`config.mk`:
```
export PLATFORM = sky130hd
export DESIGN_NAME = fetch_pc_ctrl
export DESIGN_NICKNAME = d
export VERILOG_FILES = /design/src/rtl/fetch_pc_ctrl.sv
export SDC_FILE = /design/constraint.sdc
export NUM_CORES = 1
export LEC_CHECK = 0
export ABC_AREA = 0
export ABC_CLOCK_PERIOD_IN_PS = 2610
export BUFFER_PORTS_ARGS = -buffer_cell sky130_fd_sc_hd__clkbuf_2
export CAP_MARGIN = 20
export CORE_ASPECT_RATIO = 0.8
export CORE_MARGIN = 1
export CORE_UTILIZATION = 43
export CTS_BUF_LIST = sky130_fd_sc_hd__clkbuf_8 sky130_fd_sc_hd__clkbuf_16
export CTS_CLUSTER_SIZE = 24
export DETAILED_ROUTE_END_ITERATION = 8
export PLACE_DENSITY = 0.7
export RECOVER_POWER = 100
export SLEW_MARGIN = 20
export SYNTH_ARGS = -nofsm -noshare
export SYNTH_HDL_FRONTEND = slang
export SYNTH_SLANG_ARGS = --single-unit
```
`constraint.sdc`:
```
create_clock -name clk -period 2.61 [get_ports clk]
set_input_delay 0.261 -clock clk [delete_from_list [all_inputs] [get_ports clk]]
set_output_delay 0.261 -clock clk [all_outputs]
set_load 0.05 [all_outputs]
```
`src/rtl/fetch_pc_ctrl.sv`:
```
// Instruction-fetch PC controller: one outstanding imem request, zero-latency
// response pass-through to decode, hold buffer for stalls, branch redirect/squash.
module fetch_pc_ctrl #(
   parameter logic [63:0] RESET_PC = 64'h0
) (
   input  logic        clk,
   input  logic        rst_n,
   input  logic        take_branch,
   input  logic [63:0] branch_target,
   output logic        imem_req,
   output logic [63:0] imem_addr,
   input  logic        imem_gnt,
   input  logic        imem_rvalid,
   input  logic [31:0] imem_rdata,
   output logic        if_valid,
   output logic [63:0] if_pc,
   output logic [31:0] if_instr,
   input  logic        if_ready,
   output logic        misalign_err
);

   typedef enum logic [1:0] {S_IDLE, S_REQ, S_WAIT, S_HOLD} state_e;

   state_e      state_q, state_d;
   logic [63:0] pc_q, pc_d;
   logic        squash_q, squash_d;
   logic [31:0] hold_instr_q, hold_instr_d;

   logic        misaligned;
   logic        redirect;
   logic        fetch_valid;
   logic [31:0] fetch_instr;
   logic [63:0] pc_inc;

   assign pc_inc     = pc_q + 64'd4;
   assign misaligned = take_branch && (branch_target[1:0] != 2'b00);
   assign redirect   = take_branch && !misaligned;

   always_comb begin
      // NOTE: every signal assigned here gets a default first, so no path can infer a latch.
      state_d      = state_q;
      pc_d         = pc_q;
      squash_d     = squash_q;
      hold_instr_d = hold_instr_q;
      imem_req     = 1'b0;
      imem_addr    = '0;
      fetch_valid  = 1'b0;
      fetch_instr  = '0;
      misalign_err = 1'b0;

      unique case (state_q)
         S_IDLE: begin
            state_d = S_REQ;
            if (redirect) pc_d = branch_target;
         end

         S_REQ: begin
            imem_req     = 1'b1;
            imem_addr    = pc_q;
            misalign_err = misaligned;
            if (redirect) pc_d = branch_target;
            // A grant in the redirect cycle fetches the old address; squash its response.
            if (imem_gnt) begin
               state_d  = S_WAIT;
               squash_d = redirect;
            end
         end

         S_WAIT: begin
            misalign_err = misaligned;
            if (imem_rvalid) begin
               if (redirect) begin
                  pc_d     = branch_target;
                  squash_d = 1'b0;
                  state_d  = S_REQ;
               end else if (squash_q) begin
                  squash_d = 1'b0;
                  state_d  = S_REQ;
               end else begin
                  fetch_valid = 1'b1;
                  fetch_instr = imem_rdata;
                  if (!take_branch && if_ready) begin
                     pc_d    = pc_inc;
                     state_d = S_REQ;
                  end else begin
                     hold_instr_d = imem_rdata;
                     state_d      = S_HOLD;
                  end
               end
            end else if (redirect) begin
               pc_d     = branch_target;
               squash_d = 1'b1;
            end
         end

         S_HOLD: begin
            misalign_err = misaligned;
            fetch_valid  = 1'b1;
            fetch_instr  = hold_instr_q;
            if (redirect) begin
               pc_d    = branch_target;
               state_d = S_REQ;
            end else if (!take_branch && if_ready) begin
               pc_d    = pc_inc;
               state_d = S_REQ;
            end
         end

         default: state_d = S_IDLE;
      endcase

      if_valid = fetch_valid && !take_branch;
      if_pc    = if_valid ? pc_q : '0;
      if_instr = if_valid ? fetch_instr : '0;
   end

   always_ff @(posedge clk or negedge rst_n) begin
      if (!rst_n) begin
         state_q      <= S_IDLE;
         pc_q         <= RESET_PC;
         squash_q     <= 1'b0;
         hold_instr_q <= '0;
      end else begin
         // NOTE: state registers use non-blocking assignments so all flops update together.
         state_q      <= state_d;
         pc_q         <= pc_d;
         squash_q     <= squash_d;
         hold_instr_q <= hold_instr_d;
      end
   end

endmodule

```
* Word level (Yosys, flattened, before mapping)
Cells that the tools add are included.
** Storage, ports and cells
- Register bits after elaboration :: 99
- ROM bits :: 0
- Latch bits :: 0
- Bits in writable memories :: 0
- Memories :: 0
- Output and inout port bits :: 163
- Input port bits :: 102
** Operators by class
- $add $sub $neg :: 1
- $lt $le $gt $ge :: 0
- Shift operators :: 0
- Eq/ne operators :: 8
- Divide/modulo/power cells :: 0
- Multiplexer cells :: 32
- Multiply operators :: 0
- Bitwise operators :: 3
- Reduce and logical (&&, ||, !) cells :: 14
** Operators by type and width (count)
- two-way mux 64 bit :: 8
- case mux 64 bit (3 select lines) :: 1
- two-way mux 32 bit :: 4
- adder 64 x 3 -> 64 bit (second input constant) :: 1
- case mux 32 bit (2 select lines) :: 1
- two-way mux 2 bit :: 7
- two-way mux 1 bit :: 8
- case mux 2 bit (4 select lines) :: 1
- != test 3 bit (second input constant) :: 2
- AND reduction 3 bit :: 2
- AND reduction 5 bit :: 1
- equality test 2 bit (second input constant) :: 2
- logical AND 1 bit :: 4
- != test 2 bit (second input constant) :: 2
- != test 4 bit (second input constant) :: 1
- case mux 1 bit (2 select lines) :: 2
- nonzero test 2 bit :: 2
- inverter 1 bit :: 3
- OR reduction 3 bit :: 1
- equality test 2 x 1 -> 1 bit (second input constant) :: 1
- zero test 1 bit :: 2
- zero test 2 bit :: 1
- OR reduction 2 bit :: 1

* Longest topological paths before layout
- Depth after elaboration :: 9
- Mapped depth :: 11

* Worst setup path after synthesis
OpenSTA, ideal clock, no wires.
- Kind :: flip-flop to output port
- Start point :: reg state_q[0]
- End point :: out if_pc[54]
- Path slack :: -0.196 ns
- Cell stages (with the launch flop) :: 10
- Data arrival time :: 2.545 ns
- Cell sequence :: dfrtp_1 inv_1 ha_1 and3b_1 nor2_1 or2_2 clkbuf_1 inv_1 clkbuf_1 and2_1
** Between the ends
- Word-level cells in the longest chain between the ends :: 4
- Elaborated cells between the ends (all ways) :: 5
- Classes of those cells :: 2 x eq/ne; 2 x mux; 1 x reduce/logical
** Ends and longest elaborated chain
- start, declared :: line 24 : state_e state_q, state_d;
- start signal, assigned :: line 125 : state_q <= state_d;
- equality test 2 bit :: line 51 : unique case (state_q)
- case mux 1 bit (2 select lines) (*) :: line 51
- logical AND 1 bit (*) :: line 112 : if_valid = fetch_valid && !take_branch;
- net if_valid :: line 15 : output logic if_valid,
- two-way mux 64 bit (*) :: line 113 : if_pc = if_valid ? pc_q : '0;
- end, declared :: line 16 : output logic [63:0] if_pc,
Mark *: on every way through the listed nets, which the timed path passes. The rest lies on a longest branch.

* Final worst setup path
- Start point :: reg state_q[0]
- End point :: out if_pc[8]
** Between the ends
- Word-level cells in the longest chain between the ends :: 4
- Elaborated cells between the ends (all ways) :: 5
- Classes of those cells :: 2 x eq/ne; 2 x mux; 1 x reduce/logical
** Ends and longest elaborated chain (line)
- equality test 2 bit :: 51
- case mux 1 bit (2 select lines) (*) :: 51
- logical AND 1 bit (*) :: 112
- two-way mux 64 bit (*) :: 113
Mark *: on every way between the ends. The rest lies on a longest branch, timed or not.

==> impl_results.md <==
* Pwr/cell area at 970.8 nW/µm²
* Setup_tns at -1.076 ps
* Sequential area share after synthesis at 0.3530
* Slew @ Worst Pin at 1067 ps
* CTS Buf Count at 9
* Sequential power share at 0.283
* Synth top area share at 0.3530
* Die X at 144.8 µm
* CTS tree: done
* Synthesis-to-layout area growth at 36.03%
* CP max stage cell: dfrtp_1
* Fin area at 9547 µm²
* Clk pwr share at 0.142
* Clock buffer depth at 2
* Vias in the first global route at 6915
* Congestion Overflow GR at 0
* Num rows at 41
* Status: complete, but fails checks
* Post-route ant nets at 0
* Async set-reset flop share out of synthesis at 1.000
* Worst EP arrival at 2350 ps
* Switching part of the total at 0.5226
* Reg2reg end: pc_q[14]
* Critical path's top delay family: buffers and inverters
* Fin. Hold Viols at 0
* Final worst setup slack at -0.7927 ps
* Worst Skew at 12.13 ps
* Die Height at 116.3 µm
* Synth Net Count at 964
* Path type of the worst setup path: reg2out
* CP Data Required Time at 2350 ps
* Relative slew slack at 0.2884
* Flop-to-flop setup slack at 210 ps
* R2r worst-path depth at 10
* Fin crit share at 1.000
* Routed length per instance at 18.54 µm
* Fmax achieved at 383.0 MHz
* Post-synthesis cell count at 856
* Leakage at 4.232 nW
* Crit-path cells: inv_2 > ha_1 > and3b_2 > nor2_1 > or2_4 > clkinvlp_4 > buf_4 > buf_12 > and2_1 > clkbuf_4
* Gp weighted congestion at 0.8912
* RR Startpoint: state_q[0]
* WHS Path Cells at 3
* Worst hold-check slack at 93.50 ps
* Latest clock arrival within the worst-skew pair at 360 ps
* Top cell type by total area after synthesis: dfrtp_1
* Die area at 16840 µm²
* Core area at 15850 µm²
* Initial Utilization at 0.4427
* Warnings from Yosys at 0
* Combinational Power Share at 0.574
* Share of layout cells above drive strength 1 at 0.3455
* Highest cell delay on the worst timing path at 440 ps
* Min-delay src: branch_target[24]
* IO Port Bufs at 264
* Final wirelength at 24.89 mm
* DRT Pass-1 Iters at 7
* I/O pin total at 265
* Fin. max-slew vios at 0
* # setup viols final at 2
* Startpoint types: register
* Cell internal pwr at 4.425 mW
* Crit end category: output pin
* Vias at 7887
* Seq cells post-synth at 99
* DRT iter0 DRCs at 624
* Initial antenna violation count at 2
* Average vias per placed instance at 5.877
* Largest fanout on the critical path at 11
* Largest net degree at the start of global routing at 44
* GRT Total Usage at 0.2783
* Cell Area, Synth at 7018 µm²
* Layout net count at 1229
* Post-route minimum period at 2611 ps
* H-tree Lvls at 3
* Net Sw Power at 4.843 mW
* Global-route wire length before repair at 36.36 mm
* Hold WC Path Type: in2reg
* Post-DP HPWL at 17.08 mm
* Synth top area cells: dfrtp_1 (35%), and2_1 (12%), nor2_1 (5.9%)
* Yosys cell types at 56
* Mapped Avg Cell Area at 8.199 µm²
* Count leader, synth: and2_1
* DRC violation count after routing at 0
* Number of flops mapped to enable cells by yosys at 0
* Placement Cell Area at 8766 µm²
* # Max-Cap Violations at 0
* Clk root buf: clkbuf_16
* Clk sinks at 99
* Post-synth top cells: and2_1 (135), nor2_1 (111), dfrtp_1 (99)
* Total of fill cells in the finished design at 1426
* Violated checks: setup timing
* Max IR drop VDD at 544.9 µV
* Clk slew on worst S/H paths at 70 ps
* Crit path buf inv count at 5
* Synth Flop Type: dfrtp_1
* Hold path endpoint: pc_q[24]
==> worst max-delay path by stage <==
stage	endpoint	slack (ps)	depth (start not counted)	start
after detailed placement	pc_q[46]	180	7	pc_q[2]
after CTS	if_pc[11]	20	9	state_q[0]
after global placement	if_pc[11]	300	9	state_q[0]
after global routing	if_pc[44]	-100	10	state_q[0]
final	if_pc[8]	-0.8	10	state_q[0]
after floorplan	if_instr[10]	30	8	state_q[0]
==> through the flow <==
step	worst slack, ps	cells	total power [mW]	utilization
final	-0.7927	1342	9.268	0.6023
after global routing	-98.03	1341	9.783	0.6021
after CTS	15.37	1326	8.982	0.5785
after global placement	300.1	1309	7.546	0.5530
after floorplan	32.09	856	6.201	-
after detailed placement	176.3	1309	7.612	0.5530
==> power by group through the flow <==
stage	Sequential (mW)	Combinational [mW]	Clock, mW
CTS	2.60	5.04	1.34
floorplan	2.38	3.83	0
global placement	2.61	4.94	0
global route	2.71	5.68	1.39
finish	2.63	5.32	1.32
detailed placement	2.63	4.98	0
==> cell type report <==
class,count,area (µm²),share of cell area
Timing Repair Buffer,321,2200,0.2304
Antenna cell,1,2.502,0.0002621
Inverter,6,26.28,0.002752
Tap cell,215,269.0,0.02818
Clock buffer,9,225.2,0.02359
Multi-Input combinational cell,684,4289,0.4493
Clock inverter,7,57.56,0.006029
Sequential cell,99,2477,0.2595
==> placed cells by master, fill, tap and decap left out, types with 7 or more instances in the layout <==
cell / instances
or3_1: 8
and2_1: 135
nand4_1: 28
clkbuf_16: 13
a31oi_1: 24
nor4_1: 13
clkbuf_4: 27
a41oi_1: 7
buf_12: 10
nor3_1: 20
nor2_1: 111
nand2_1: 46
and4_1: 9
buf_6: 22
and3_1: 17
nand3_1: 33
buf_4: 64
o211ai_1: 9
o21ai_0: 29
dfrtp_1: 99
mux2_2: 33
a311oi_1: 11
buf_2: 11
a22oi_1: 32
a21oi_1: 27
a211oi_1: 11
clkbuf_2: 176
==> routing by layer <==
layer | wire length (µm) | vias to the layer above | global-route usage
met2 | 11470 | 371 | 0.4385
met1 | 10970 | 3827 | 0.3958
met4 | 308 | 0 | 0.06737
li1 | - | 3659 | -
met3 | 2134 | 30 | 0.04961
met5 | 0 | - | 0
==> worst reg2reg max path, cell delays in order, from the launching register on <==
cell and delay, ps:
dfrtp_1 440, inv_2 100, ha_1 170, buf_6 110, buf_4 150, and3_1 450, nor3_1 120, buf_4 200
and2_1 180, a311oi_1 290, nor3_1 80
==> logic make-up after synthesis <==
logic type | count (synthesis) | synth area share
muxes | 37 | 0.05866
adders and majority gates | 6 | 0.01070
buffers and inverters | 73 | 0.04083
AOI/OAI and AO/OA | 181 | 0.1749
and+or+nand+nor | 460 | 0.3619
DFF | 99 | 0.3530
==> registers in the layout, summed over array words and instances (netlist names) <==
signal / flops
squash_q: 1
pc_q: 64
hold_instr_q: 32
state_q: 2
==> timing repair <==
action	CTS	global route
pin swaps	0	2
setup endpoints to repair	43	98
resized for setup	44	149
cloned	0	6
setup buffers	0	9
hold buffers	1	0
endpoints found under the hold margin	37	0
Power figures use the tool's default switching activity.
